`config.mk`:
```
export PLATFORM = sky130hd
export DESIGN_NAME = axis_osc_acq_controller_flat
export DESIGN_NICKNAME = d
export VERILOG_FILES = /design/src/rtl/axis_osc_acq_controller_if.sv /design/src/rtl/axis_osc_acq_controller.sv /design/src/flat_wrapper.sv
export SDC_FILE = /design/constraint.sdc
export NUM_CORES = 1
export LEC_CHECK = 0
export ABC_AREA = 1
export ABC_CLOCK_PERIOD_IN_PS = 2950
export CAP_MARGIN = 20
export CORE_MARGIN = 2
export CORE_UTILIZATION = 39
export CTS_BUF_LIST = sky130_fd_sc_hd__clkbuf_16
export DETAILED_ROUTE_END_ITERATION = 6
export HOLD_SLACK_MARGIN = 0.02
export PLACE_DENSITY = 0.68
export SYNTH_ARGS = -nofsm -noshare
export SYNTH_HDL_FRONTEND = slang
export SYNTH_SLANG_ARGS = --single-unit
```
`constraint.sdc`:
```
create_clock -name aclk -period 2.95 [get_ports aclk]
set_input_delay 0.4425 -clock aclk [delete_from_list [all_inputs] [get_ports aclk]]
set_output_delay 0.4425 -clock aclk [all_outputs]
set_load 0.01 [all_outputs]
```
`src/rtl/axis_osc_acq_controller_if.sv`:
```
// Observe-only AXI-Stream sample bus (no tready), shared by the capture core and the acquisition controller.
interface axis_osc_acq_controller_if #(
  parameter int unsigned SMPL_WIDTH = 16
) ();
  logic [SMPL_WIDTH-1:0] tdata;
  logic                  tvalid;

  modport master (output tdata, output tvalid);
  modport slave  (input  tdata, input  tvalid);
endinterface

```
`src/rtl/axis_osc_acq_controller.sv`:
```
// Arms the oscilloscope capture core, triggers it on level crossings, counts captures and applies holdoff.
// Optional auto trigger on timeout when OSC_AUTO_TRG_EN is defined (adds port cfg_auto_tmo).
module axis_osc_acq_controller #(
  parameter int unsigned SMPL_WIDTH = 16,
  parameter int unsigned CNTR_WIDTH = 12,
  parameter int unsigned HOLD_WIDTH = 16,
  parameter int unsigned ACQ_WIDTH  = 16
) (
  input  logic                    aclk,
  input  logic                    aresetn,
  input  logic                    start,
  input  logic                    stop,
  input  logic                    cfg_mode,
  input  logic                    cfg_edge,
  input  logic [SMPL_WIDTH-1:0]   cfg_level,
  input  logic [HOLD_WIDTH-1:0]   cfg_holdoff,
  input  logic [ACQ_WIDTH-1:0]    cfg_count,
`ifdef OSC_AUTO_TRG_EN
  input  logic [HOLD_WIDTH-1:0]   cfg_auto_tmo,
`endif
  axis_osc_acq_controller_if.slave s_axis,
  input  logic [CNTR_WIDTH:0]     osc_sts_data,
  output logic                    osc_run_flag,
  output logic                    osc_trg_flag,
  output logic [CNTR_WIDTH-1:0]   trg_addr,
  output logic [ACQ_WIDTH-1:0]    acq_cnt,
  output logic                    busy,
  output logic                    irq
);

  typedef enum logic [1:0] {IDLE, ARM, CAPTURE, HOLDOFF} state_t;

  state_t                  state;
  logic                    stop_pend;
  logic                    prev_vld;
  logic signed [SMPL_WIDTH-1:0] prev;
  logic                    run_d;
  logic [HOLD_WIDTH-1:0]   hold_cnt;

  logic signed [SMPL_WIDTH-1:0] sample_c;
  logic signed [SMPL_WIDTH-1:0] level_c;
  logic                    rise_c;
  logic                    fall_c;
  logic                    cross_c;
  logic                    done_c;
  logic                    last_c;
  logic                    auto_fire_c;
  logic [ACQ_WIDTH-1:0]    acq_next_c;
  logic [ACQ_WIDTH-1:0]    acq_tgt_c;

  // Crossing detect and capture-completion decode
  always_comb begin
    sample_c   = s_axis.tdata[SMPL_WIDTH-1:0];
    level_c    = cfg_level;
    rise_c     = prev_vld && (prev < level_c) && (sample_c >= level_c);
    fall_c     = prev_vld && (prev > level_c) && (sample_c <= level_c);
    cross_c    = (state == CAPTURE) && s_axis.tvalid && (cfg_edge ? fall_c : rise_c);
    done_c     = (state == CAPTURE) && run_d && !osc_sts_data[0];
    acq_next_c = (&acq_cnt) ? acq_cnt : acq_cnt + ACQ_WIDTH'(1);
    acq_tgt_c  = (cfg_count == '0) ? ACQ_WIDTH'(1) : cfg_count;
    last_c     = stop_pend || stop || (!cfg_mode && (acq_next_c >= acq_tgt_c));
  end

`ifdef OSC_AUTO_TRG_EN
  logic [HOLD_WIDTH-1:0] auto_cnt;

  assign auto_fire_c = (state == CAPTURE) && (cfg_auto_tmo != '0) &&
                       (auto_cnt == cfg_auto_tmo - HOLD_WIDTH'(1));

  // Cycles in CAPTURE since entry or since the last crossing / auto trigger
  always_ff @(posedge aclk) begin
    if (!aresetn) begin
      auto_cnt <= '0;
    end else if (state != CAPTURE || cross_c || auto_fire_c) begin
      auto_cnt <= '0;
    end else begin
      auto_cnt <= auto_cnt + HOLD_WIDTH'(1);
    end
  end
`else
  assign auto_fire_c = 1'b0;
`endif

  always_ff @(posedge aclk) begin
    if (!aresetn) begin
      state        <= IDLE;
      stop_pend    <= 1'b0;
      prev_vld     <= 1'b0;
      prev         <= '0;
      run_d        <= 1'b0;
      hold_cnt     <= '0;
      osc_run_flag <= 1'b0;
      osc_trg_flag <= 1'b0;
      trg_addr     <= '0;
      acq_cnt      <= '0;
      busy         <= 1'b0;
      irq          <= 1'b0;
    end else begin
      irq          <= 1'b0;
      osc_trg_flag <= 1'b0;
      run_d        <= osc_sts_data[0];
      if (state == CAPTURE && s_axis.tvalid) begin
        prev     <= sample_c;
        prev_vld <= 1'b1;
      end
      case (state)
        IDLE: begin
          stop_pend <= 1'b0;
          if (start && !stop) begin
            acq_cnt      <= '0;
            state        <= ARM;
            osc_run_flag <= 1'b1;
            busy         <= 1'b1;
          end
        end
        ARM: begin
          prev_vld <= 1'b0;
          if (stop) stop_pend <= 1'b1;
          if (osc_sts_data[0]) begin
            state        <= CAPTURE;
            osc_run_flag <= 1'b0;
          end
        end
        CAPTURE: begin
          if (done_c) begin
            trg_addr <= osc_sts_data[CNTR_WIDTH:1];
            acq_cnt  <= acq_next_c;
            irq      <= 1'b1;
            if (last_c) begin
              state     <= IDLE;
              busy      <= 1'b0;
              stop_pend <= 1'b0;
            end else begin
              state    <= HOLDOFF;
              hold_cnt <= cfg_holdoff;
            end
          end else begin
            if (stop) stop_pend <= 1'b1;
            // A pending stop forces the trigger so the core can finish its capture
            osc_trg_flag <= cross_c || auto_fire_c || stop_pend || stop;
          end
        end
        HOLDOFF: begin
          if (stop) begin
            state     <= IDLE;
            busy      <= 1'b0;
            stop_pend <= 1'b0;
          end else if (hold_cnt == '0) begin
            state        <= ARM;
            osc_run_flag <= 1'b1;
          end else begin
            hold_cnt <= hold_cnt - HOLD_WIDTH'(1);
          end
        end
        default: state <= IDLE;
      endcase
    end
  end

endmodule

```
`src/flat_wrapper.sv`:
```
// flat-port wrapper written by rule: the top's interface ports become plain ports
module axis_osc_acq_controller_flat 
#(
  parameter int unsigned SMPL_WIDTH = 16,
  parameter int unsigned CNTR_WIDTH = 12,
  parameter int unsigned HOLD_WIDTH = 16,
  parameter int unsigned ACQ_WIDTH  = 16
)
  (aclk, aresetn, start, stop, cfg_mode, cfg_edge, cfg_level, cfg_holdoff, cfg_count, osc_sts_data, osc_run_flag, osc_trg_flag, trg_addr, acq_cnt, busy, irq, s_axis_tdata, s_axis_tvalid);
  axis_osc_acq_controller_if #(.SMPL_WIDTH(SMPL_WIDTH)) s_axis_i ();
  input  logic aclk;
  input  logic aresetn;
  input  logic start;
  input  logic stop;
  input  logic cfg_mode;
  input  logic cfg_edge;
  input  logic [SMPL_WIDTH-1:0] cfg_level;
  input  logic [HOLD_WIDTH-1:0] cfg_holdoff;
  input  logic [ACQ_WIDTH-1:0] cfg_count;
  input  logic [CNTR_WIDTH:0] osc_sts_data;
  output logic osc_run_flag;
  output logic osc_trg_flag;
  output logic [CNTR_WIDTH-1:0] trg_addr;
  output logic [ACQ_WIDTH-1:0] acq_cnt;
  output logic busy;
  output logic irq;
  input wire logic [$bits(s_axis_i.tdata)-1:0] s_axis_tdata;
  input wire logic [$bits(s_axis_i.tvalid)-1:0] s_axis_tvalid;
  assign s_axis_i.tdata = s_axis_tdata;
  assign s_axis_i.tvalid = s_axis_tvalid;
  axis_osc_acq_controller #(.SMPL_WIDTH(SMPL_WIDTH), .CNTR_WIDTH(CNTR_WIDTH), .HOLD_WIDTH(HOLD_WIDTH), .ACQ_WIDTH(ACQ_WIDTH)) u_core (.aclk(aclk), .aresetn(aresetn), .start(start), .stop(stop), .cfg_mode(cfg_mode), .cfg_edge(cfg_edge), .cfg_level(cfg_level), .cfg_holdoff(cfg_holdoff), .cfg_count(cfg_count), .s_axis(s_axis_i), .osc_sts_data(osc_sts_data), .osc_run_flag(osc_run_flag), .osc_trg_flag(osc_trg_flag), .trg_addr(trg_addr), .acq_cnt(acq_cnt), .busy(busy), .irq(irq));
endmodule
```
==> impl_metrics.json <==
{
  "via_count": 5174,
  "grt_usage": 0.204,
  "grt_max_degree": 49,
  "synth-compound-area-share": 0.126,
  "clkTransAtPathRegs_ns": 0.06,
  "outcome": "finished, violations left",
  "postPlaceCellArea_um2": 6440,
  "regToRegEndpoint": "u_core.busy",
  "drtPass1Iterations": 4,
  "synthSimpleGateAreaFrac": 0.328,
  "synth.distinct_cells": 40,
  "synthXorXnorAreaFrac": 0.0216,
  "synth-edff-count": 0,
  "instances_no_fill": 1082,
  "rrSetupSlack_ns": -0.008,
  "n_antenna_cell": 0,
  "crit_path_end_kind": "register",
  "drt_iter0_drc": 269,
  "wire_per_inst_um": 12.3,
  "grt_overflow": 0,
  "critPathSlowestCell": "dfxtp_2",
  "rr_worst_depth": 22,
  "final_nets": 1048,
  "slowest_delay_ns": 0.36,
  "clkSinkCount": 69,
  "dieHeight_um": 116,
  "synth.net_count": 883,
  "worstSetupStartpointType": "register",
  "die_w_um": 116,
  "postRouteAntennaNets": 0,
  "max_slew.worst_pin.slew_ns": 0.689,
  "worst_slack_ns": -0.00789,
  "gp_congestion": 0.860,
  "first_global_vias": 4849,
  "cp_max_fo": 8,
  "synth_cells": 744,
  "antenna_found_initial": 0,
  "relSlewSlack": 0.540,
  "ys_ff_latch": 69,
  "portBuffers": 115,
  "synth_warnings": 0,
  "setup_violations": 1,
  "ir_worst_vdd_uv": 296,
  "hpwl_um": 9750,
  "finalHoldViolCount": 0,
  "synth_mux_area_frac": 0.00206,
  "synth_common_cells": "nand2_1 (155), nor2_1 (128), inv_1 (93)",
  "min_path_cells": 2,
  "drive_above_1_share": 0.140,
  "timing.hold.ws_ns": 0.466,
  "powerDensity_nw_per_um2": 589,
  "synthTopCellsByArea": "dfxtp_1 (28%), ha_1 (14%), nand2_1 (12%)",
  "cts_root_buffer": "clkbuf_16",
  "async_reset_ff_frac": 0,
  "route.detailed.drc": 0,
  "crit_chain": "ha_4 -> nand3_4 -> inv_2 -> nand4_1 -> nor2_2 -> nand2_4 -> nand3_2 -> nor2_1 -> xor2_1 -> ha_1 -> a21o_1 -> nand3_1 -> a21oi_1 -> nor2_1 -> nand3_2 -> nand2_4 -> buf_4 -> nand3_1 -> nand3_2 -> nand2_1 -> nand2_1 -> nor2_1",
  "min_from": "u_core.prev[0]",
  "place_inst": 1049,
  "fin_area_um2": 7090,
  "synth_top_area_frac": 0.284,
  "cp_top_family": "simple AND/OR/NAND/NOR gates",
  "wl_um": 13400,
  "hold_path_end": "u_core.prev[0]",
  "viasPerCell": 4.78,
  "dp_slack_ns": -0.0904,
  "rsz0062_at_grt": "yes",
  "synthFlopType": "dfxtp_1",
  "cts_tree": "done",
  "finalMaxSlewViolations": 0,
  "multiInputGateArea_um2": 3190,
  "syn_area_um2": 4860,
  "synth_fa_ha_area_frac": 0.142,
  "finalCriticalPeriod_ns": 2.96,
  "fin_worst_skew_ns": 0.00888,
  "leakage_uw": 0.00329,
  "max_freq_ghz": 0.338,
  "crit_buf_inv": 2,
  "min_path_type": "reg2reg",
  "fin_crit_sh": 1.00,
  "power_uw": 4180,
  "core-area_um2": 12100,
  "ios": 116,
  "yosysMostFrequentCell": "nand2_1",
  "cap_violations": 0,
  "synth_top_family_by_area": "simple AND/OR/NAND/NOR gates",
  "crit_type": "reg2reg",
  "r2r_start": "u_core.acq_cnt[0]",
  "cp.arrival_ns": 3.19,
  "synth_area_leader_cell": "dfxtp_1",
  "rows": 40,
  "cts_buffers": 9,
  "clk_latency_ns": 0.34,
  "area.growth.synth_to_final_pct": 45.8,
  "grt_pass1_wl_um": 22000,
  "seqCellArea_um2": 1380,
  "die_area_um2": 13400,
  "required_ns": 3.18,
  "yosysSeqAreaShare": 0.284,
  "start_util": 0.401,
  "h-tree-depth": 3,
  "cts_buffer_depth": 2,
  "fillers": 1200,
  "violations": "setup timing",
  "synth.avg_cell_area_um2": 6.54
}
per-stage QoR:
stage / TNS, ns / utilization
5_1_grt: -3.76 / 0.585
3_5_place_dp: -0.923 / 0.532
6_report: -0.00789 / 0.585
4_1_cts: 0 / 0.569
2_1_floorplan: 0 / -
3_3_place_gp: -0.264 / 0.532
power breakdown:
group	switching [µW]	internal (µW)	total (µW)
combinational	1100	706	1810
sequential	117	1080	1190
clock	430	742	1170
sequential cells by signal, indices dropped and copies added (netlist names):
signal               cells
u_core.acq_cnt          16
u_core.busy              1
u_core.hold_cnt         16
u_core.irq               1
u_core.osc_run_flag      1
u_core.osc_trg_flag      1
u_core.prev             16
u_core.prev_vld          1
u_core.run_d             1
u_core.state             2
u_core.stop_pend         1
u_core.trg_addr         12
cells by family (layout without fill, tap and decap cells):
group | Yosys count | count (layout)
simple gates | 370 | 370
buf+inv | 120 | 290
compound gates | 117 | 117
flops | 69 | 69
fa+ha+maj | 55 | 55
xor+xnor | 12 | 12
mux | 1 | 1
cell type report:
class | count | share of cell area
clock buffer | 9 | 0.0318
timing repair buffer | 172 | 0.224
clock inverter | 7 | 0.0139
timing repair inverter | 1 | 0.00124
multi-input combinational | 555 | 0.449
tap | 168 | 0.0297
sequential | 69 | 0.195
inverter | 101 | 0.0545
layer usage:
metal / routed length [µm] / vias to the layer above / global-route usage
met4: 129 / 0 / 0.0516
li1: - / 2735 / -
met1: 6300 / 2318 / 0.271
met3: 663 / 10 / 0.0371
met5: 0 / - / 0
met2: 6270 / 111 / 0.343
worst register-to-register path, cell delays in order, from the launching register on:
cell     delay [ns]
dfxtp_2        0.36
ha_4           0.15
nand3_4        0.09
inv_2          0.07
nand4_1        0.12
nor2_2         0.21
nand2_4        0.12
nand3_2        0.09
nor2_1         0.05
xor2_1         0.16
ha_1           0.29
a21o_1         0.18
nand3_1        0.06
a21oi_1        0.07
nor2_1         0.14
nand3_2        0.10
nand2_4        0.09
buf_4          0.12
nand3_1        0.13
nand3_2        0.12
nand2_1        0.05
nand2_1        0.05
nor2_1         0.04
how the worst max path moves through the flow:
stage                       from             endpoint  cells after the start
2_1_floorplan  u_core.acq_cnt[1]   u_core.hold_cnt[4]                     22
3_5_place_dp   u_core.acq_cnt[1]  u_core.hold_cnt[12]                     22
4_1_cts        u_core.acq_cnt[1]  u_core.hold_cnt[12]                     22
5_1_grt        u_core.acq_cnt[0]          u_core.busy                     22
6_report       u_core.acq_cnt[0]          u_core.busy                     22
3_3_place_gp   u_core.acq_cnt[9]   u_core.hold_cnt[3]                     21
layout by cell type, fill, tap and decap left out, types with 6 or more instances in the layout:
master | synthesis | routed
a21oi_1 | 54 | 50
buf_4 | 0 | 54
clkbuf_16 | 0 | 9
clkdlybuf4s50_1 | 0 | 115
dfxtp_1 | 69 | 67
ha_1 | 55 | 53
inv_1 | 93 | 92
nand2_1 | 155 | 148
nand2_2 | 5 | 8
nand3_1 | 35 | 30
nand4_1 | 12 | 12
nor2_1 | 128 | 123
nor2_2 | 5 | 8
nor2_4 | 4 | 6
nor3_1 | 11 | 10
o21ai_0 | 50 | 47
xor2_1 | 8 | 7
timing repair:
action                     CTS  global route
gates cloned                 2             0
pin swaps                    8            33
setup buffers                7             8
setup endpoints to repair   15            20
resized for setup           17            32
hold buffers                 0             0
Note: power is estimated with default switching activity, not from simulation.
